File: src/rtl/frame_buf_multi.sv
// Ring of NUM_BUFS frame buffers. The writer fills one buffer at a time and commits it when full.
// The reader drains committed buffers in order and releases each one after its last word is read.
module frame_buf_multi #(
  parameter int DATA_WIDTH = 32,
  parameter int BUF_SIZE   = 16,
  parameter int NUM_BUFS   = 2
) (
  input  logic                          clk,
  input  logic                          reset,
  input  logic                          wr_en_in,
  input  logic [DATA_WIDTH-1:0]         data_in,
  output logic                          wr_rdy,
  input  logic                          rd_en_in,
  output logic [DATA_WIDTH-1:0]         data_out,
  output logic                          rd_data_valid,
  output logic                          frame_wr_done,
  output logic                          frame_rd_done,
  output logic [$clog2(NUM_BUFS+1)-1:0] bufs_full,
  output logic [$clog2(NUM_BUFS)-1:0]   wr_buf_idx,
  output logic [$clog2(NUM_BUFS)-1:0]   rd_buf_idx,
  output logic                          overflow,
  output logic                          underflow
);
  localparam int AW    = $clog2(BUF_SIZE);
  localparam int BW    = $clog2(NUM_BUFS);
  localparam int CW    = $clog2(NUM_BUFS+1);
  localparam int DEPTH = NUM_BUFS * BUF_SIZE;
  localparam int MW    = $clog2(DEPTH);

  typedef enum logic {W_IDLE, W_FILL} wr_state_t;
  typedef enum logic {R_IDLE, R_READ} rd_state_t;

  wr_state_t wr_state, wr_state_nxt;
  rd_state_t rd_state, rd_state_nxt;

  logic [DATA_WIDTH-1:0] mem [0:DEPTH-1];
  logic [AW-1:0]         wr_addr, rd_addr;
  logic                  rd_rdy, wr_acc, rd_acc, commit, release_buf;
  logic [MW-1:0]         wr_ptr, rd_ptr;
  logic [BW-1:0]         wr_buf_nxt, rd_buf_nxt;

  assign wr_rdy      = bufs_full < CW'(NUM_BUFS);
  assign rd_rdy      = bufs_full != '0;
  assign wr_acc      = !wr_en_in && wr_rdy;
  assign rd_acc      = !rd_en_in && rd_rdy;
  assign commit      = wr_acc && (wr_addr == AW'(BUF_SIZE-1));
  assign release_buf = rd_acc && (rd_addr == AW'(BUF_SIZE-1));
  assign wr_ptr      = MW'(wr_buf_idx) * MW'(BUF_SIZE) + MW'(wr_addr);
  assign rd_ptr      = MW'(rd_buf_idx) * MW'(BUF_SIZE) + MW'(rd_addr);
  assign wr_buf_nxt  = (wr_buf_idx == BW'(NUM_BUFS-1)) ? '0 : wr_buf_idx + 1'b1;
  assign rd_buf_nxt  = (rd_buf_idx == BW'(NUM_BUFS-1)) ? '0 : rd_buf_idx + 1'b1;

  always_ff @(posedge clk) begin
    if (reset) begin
      wr_state <= W_IDLE;
      rd_state <= R_IDLE;
    end else begin
      wr_state <= wr_state_nxt;
      rd_state <= rd_state_nxt;
    end
  end

  always_comb begin
    wr_state_nxt = wr_state;
    case (wr_state)
      W_IDLE:  if (wr_acc && !commit) wr_state_nxt = W_FILL;
      W_FILL:  if (commit)            wr_state_nxt = W_IDLE;
      default:                        wr_state_nxt = W_IDLE;
    endcase
  end

  always_comb begin
    rd_state_nxt = rd_state;
    case (rd_state)
      R_IDLE:  if (rd_acc && !release_buf) rd_state_nxt = R_READ;
      R_READ:  if (release_buf)            rd_state_nxt = R_IDLE;
      default:                             rd_state_nxt = R_IDLE;
    endcase
  end

  // Writes only ever target the uncommitted buffer, so no read/write address collision exists.
  always_ff @(posedge clk) begin
    if (wr_acc) mem[wr_ptr] <= data_in;
  end

  always_ff @(posedge clk) begin
    if (reset) begin
      wr_addr       <= '0;
      rd_addr       <= '0;
      wr_buf_idx    <= '0;
      rd_buf_idx    <= '0;
      bufs_full     <= '0;
      data_out      <= '0;
      rd_data_valid <= 1'b0;
      frame_wr_done <= 1'b0;
      frame_rd_done <= 1'b0;
      overflow      <= 1'b0;
      underflow     <= 1'b0;
    end else begin
      rd_data_valid <= rd_acc;
      frame_wr_done <= commit;
      frame_rd_done <= release_buf;
      if (!wr_en_in && !wr_rdy) overflow  <= 1'b1;
      if (!rd_en_in && !rd_rdy) underflow <= 1'b1;
      if (wr_acc) begin
        if (commit) begin
          wr_addr    <= '0;
          wr_buf_idx <= wr_buf_nxt;
        end else begin
          wr_addr <= wr_addr + 1'b1;
        end
      end
      if (rd_acc) begin
        data_out <= mem[rd_ptr];
        if (release_buf) begin
          rd_addr    <= '0;
          rd_buf_idx <= rd_buf_nxt;
        end else begin
          rd_addr <= rd_addr + 1'b1;
        end
      end
      case ({commit, release_buf})
        2'b10:   bufs_full <= bufs_full + 1'b1;
        2'b01:   bufs_full <= bufs_full - 1'b1;
        default: ;
      endcase
    end
  end
endmodule

File: config.mk
export PLATFORM = sky130hd
export DESIGN_NAME = frame_buf_multi
export DESIGN_NICKNAME = d
export VERILOG_FILES = /design/src/rtl/frame_buf_multi.sv
export SDC_FILE = /design/constraint.sdc
export NUM_CORES = 1
export LEC_CHECK = 0
export ABC_CLOCK_PERIOD_IN_PS = 5300
export CORE_MARGIN = 5
export CORE_UTILIZATION = 40
export CTS_CLUSTER_DIAMETER = 80
export DETAILED_ROUTE_END_ITERATION = 6
export GPL_ROUTABILITY_DRIVEN = 0
export GPL_TIMING_DRIVEN = 1
export MAX_ROUTING_LAYER = met4
export PLACE_DENSITY_LB_ADDON = 0.12
export SETUP_SLACK_MARGIN = 0.5
export SLEW_MARGIN = 15
export SYNTH_ARGS = -nofsm -noshare
export SYNTH_HDL_FRONTEND = slang
export SYNTH_SLANG_ARGS = --single-unit
File: constraint.sdc
create_clock -name clk -period 5.3 [get_ports clk]
set_clock_uncertainty 0.1 [all_clocks]
set_input_delay 1.06 -clock clk [delete_from_list [all_inputs] [get_ports clk]]
set_output_delay 1.06 -clock clk [all_outputs]
set_load 0.005 [all_outputs]
==> results.md <==
* Outcome: completed
* Critical Path RT at 5770 ps
* CP delay by family, top: simple AND/OR/NAND/NOR gates
* Crit-path max cell delay at 790 ps
* Highest clock rate at 295 MHz
* Unique cell type count in the Yosys netlist at 33
* Grt ovf at 0
* Total power at 17700 µW
* Util after Layout at 46.6%
* Cell breakdown of the critical path: buf_12, mux2i_1, a22oi_1, a21oi_1, or4_1, a211oi_2
* Max FO, Critical Path at 87
* Leak at 0.0142 µW
* Register area share after synthesis at 76.4%
* Cells after Synth at 2322
* Synthesized net count at 2364
* Core area at 103000 µm²
* Vias at 21.2k
* Yosys top cell by area: edfxtp_1
* Sum Neg Setup Slack at 0 ps
* WL final at 109000 µm
* RSZ-0062 raised after global routing: false
* Clock Sinks at 1073
* Worst slew margin at 24.3%
* Resize count post-CTS at 0
* Synthesized area at 41500 µm²
* DR iter-0 viols at 1649
* Post-Syn Area per Cell at 17.9 µm²
* Area post-placement at 44300 µm²
* Clock latency on the worst-skew pair at 680 ps
* Slowest CP cell: or4_1
* Antenna viol nets, final at 0
* Routed wire per std cell at 27.7 µm
* H-Tree Depth at 3
* Initial Utilization at 40.2%
* VDD IR-drop max at 0.000247 V
* Worst min path class: reg2reg
* Tmin final at 3390 ps
* CP Launch Type: register
* CP bufs+invs at 1
* FP Rows at 118
* GR Util met2 at 33.2%
* Actual slew at the worst max-slew pin at 1140 ps
* Tcrit/Tclk final at 64.0%
* CTS tree: yes
* Die area at 110000 µm²
* CP Capture Type: register
* WS Path Type: reg2reg
* Maximum buffer depth of the clock tree at 3
* DP HPWL at 67400 µm
* Pwr dens at 367 nW/µm²
* Share of cells above drive strength 1 at 14.1%
* Synth area leaders: edfxtp_1 74%, mux2i_1 12%, a22oi_1 4.6%
* Final count of pins violating max slew at 0
* Maxcap violations at 0
* Largest net degree at the start of global routing at 88
* Vias per cell at 5.38
* Antenna violations before repair at 6
* # IOs at 78
* Global Route met3 Usage at 2.63%
* Vert. Die Dim at 332 µm
* Fin. Hold Viols at 0
* Clk pin slew, worst setup/hold paths at 60 ps
* Area Growth Syn to Fin at 15.8%
* FF+latch count, synth at 1073
* # port buffers at 77
* Top-area cell type share of the netlist area at 74.0%
* Post-CTS Setup Bufs at 0
* Die W at 332 µm
* Root Buffer: clkbuf_16
* Nets@finish at 2501
* Vias in the first global route at 21.4k
* Met1 global-route usage at 26.0%
* First-pass GRT wire length at 156000 µm
* Top Usage Layer GRT: met2
* DP Cell Count at 3724
* Gr usage total at 19.9%
* Final setup viols at 0
* Drt drc at 0
* Post-route cell area at 48100 µm²
* Worst EP arrival at 3860 ps
* # hold bufs at CTS at 0
* First-pass iteration count of the detailed router at 5
* YS warnings at 0
* CTS Buf Count at 113
* Fillers at 8769
* Finished Layout Cells at 3945
==> routing by layer <==
metal / vias to the layer above / wire length (µm) / share of wire (%)
li1: 9612 / - / -
met1: 11000 / 47100 / 43
met2: 474 / 55500 / 51
met3: 122 / 4090 / 3.7
met4: 0 / 2560 / 2.3
met5: - / 0 / 0
==> power by group <==
| part | internal, µW | leakage (µW) | switching [µW] |
|---|---|---|---|
| Clock | 4800 | 0.00187 | 3210 |
| Combinational | 58.1 | 0.00269 | 250 |
| Sequential | 9320 | 0.00962 | 9.72 |
| Total | 14200 | 0.0142 | 3470 |
==> worst min-delay path, stage by stage (launching register included) <==
cell and delay, ps:
dfxtp_1 320, nor2_1 50, nor2_1 70
==> path summary, 6_finish.rpt <==
path | from | to | slack [ps] | cells past startpoint
setup / recovery | rd_addr[0] | data_out[4] | 1910 | 6
hold / removal | underflow | underflow | 370 | 2
setup reg to reg | rd_addr[0] | data_out[4] | 1910 | 6
hold reg to reg | underflow | underflow | 370 | 2
==> through the flow <==
step / hold slack (ps) / setup slack [ps]
2_1_floorplan: 360 / 742
3_3_place_gp: 353 / 1260
3_5_place_dp: 359 / 1290
4_1_cts: 373 / 1920
5_1_grt: 401 / 1800
6_report: 368 / 1910
==> registers in the layout, indices dropped and copies added (netlist names) <==
register and cells:
bufs_full 2, data_out 32, frame_rd_done 1, frame_wr_done 1, mem 1024, overflow 1
rd_addr 4, rd_buf_idx 1, rd_data_valid 1, underflow 1, wr_addr 4, wr_buf_idx 1
==> synth_stat cells <==
cell type,count
buf_6,12
nand2_1,13
clkbuf_4,2
or3b_2,2
o21ai_0,4
and4_1,1
dfxtp_1,49
inv_1,4
nor3b_1,1
nand2b_1,2
clkbuf_1,72
xor2_1,5
or2_2,2
buf_1,13
edfxtp_1,1024
nor2b_1,3
a21oi_1,136
or4_1,33
nand4_1,1
or2_1,1
xnor2_1,2
and2_1,1
mux2i_1,512
nor2_1,77
nor3_1,3
nand3b_1,2
buf_4,30
or3_1,3
ha_1,6
a211oi_2,32
nand3_1,4
a22oi_1,256
buf_2,14
==> layout by cell type (no fill, tap or decap), drive strengths merged <==
master         netlist  routed
nand4                1       1
ha                   6       6
clkdlybuf4s50        0      56
or3b                 2       2
a22oi              256     256
edfxtp            1024    1024
nand3b               2       2
or2                  3       3
clkinvlp             0       3
nor2                77      77
mux2i              512     512
inv                  4       8
buf                 69     109
and2                 1       1
clkinv               0      36
a211oi              32      32
or3                  3       3
diode                0       6
xor2                 5       5
xnor2                2       2
clkbuf              74     159
bufinv               0      13
nor3                 3       3
a21oi              136     136
o21ai                4       4
nand2b               2       2
dfxtp               49      49
nand3                4       4
and4                 1       1
or4                 33      33
nand2               13      13
nor3b                1       1
nor2b                3       3
==> area by class of cell <==
| cell class | count | area, µm² | share of cell area [%] |
|---|---|---|---|
| diodes | 6 | 15.0 | 0.0312 |
| well taps | 1380 | 1730 | 3.59 |
| flip-flops and latches | 1073 | 31700 | 65.9 |
| clock inverters | 56 | 619 | 1.29 |
| repair buffers | 165 | 1530 | 3.18 |
| multi-input cells | 1102 | 9310 | 19.3 |
| inverters | 4 | 15.0 | 0.0312 |
| clock buffers | 159 | 3180 | 6.60 |
==> kinds of logic after synthesis <==
logic type               Yosys count  synth area share [%]
adder cells (fa/ha/maj)            6                 0.181
AND/OR/NAND/NOR                  149                  1.81
AO/OA/AOI/OAI                    428                  7.28
multiplexers                     512                  12.3
buffers and inverters            147                  1.88
flip-flops                      1073                  76.4
XOR/XNOR                           7                 0.148
(Power assumes the default switching activity.)
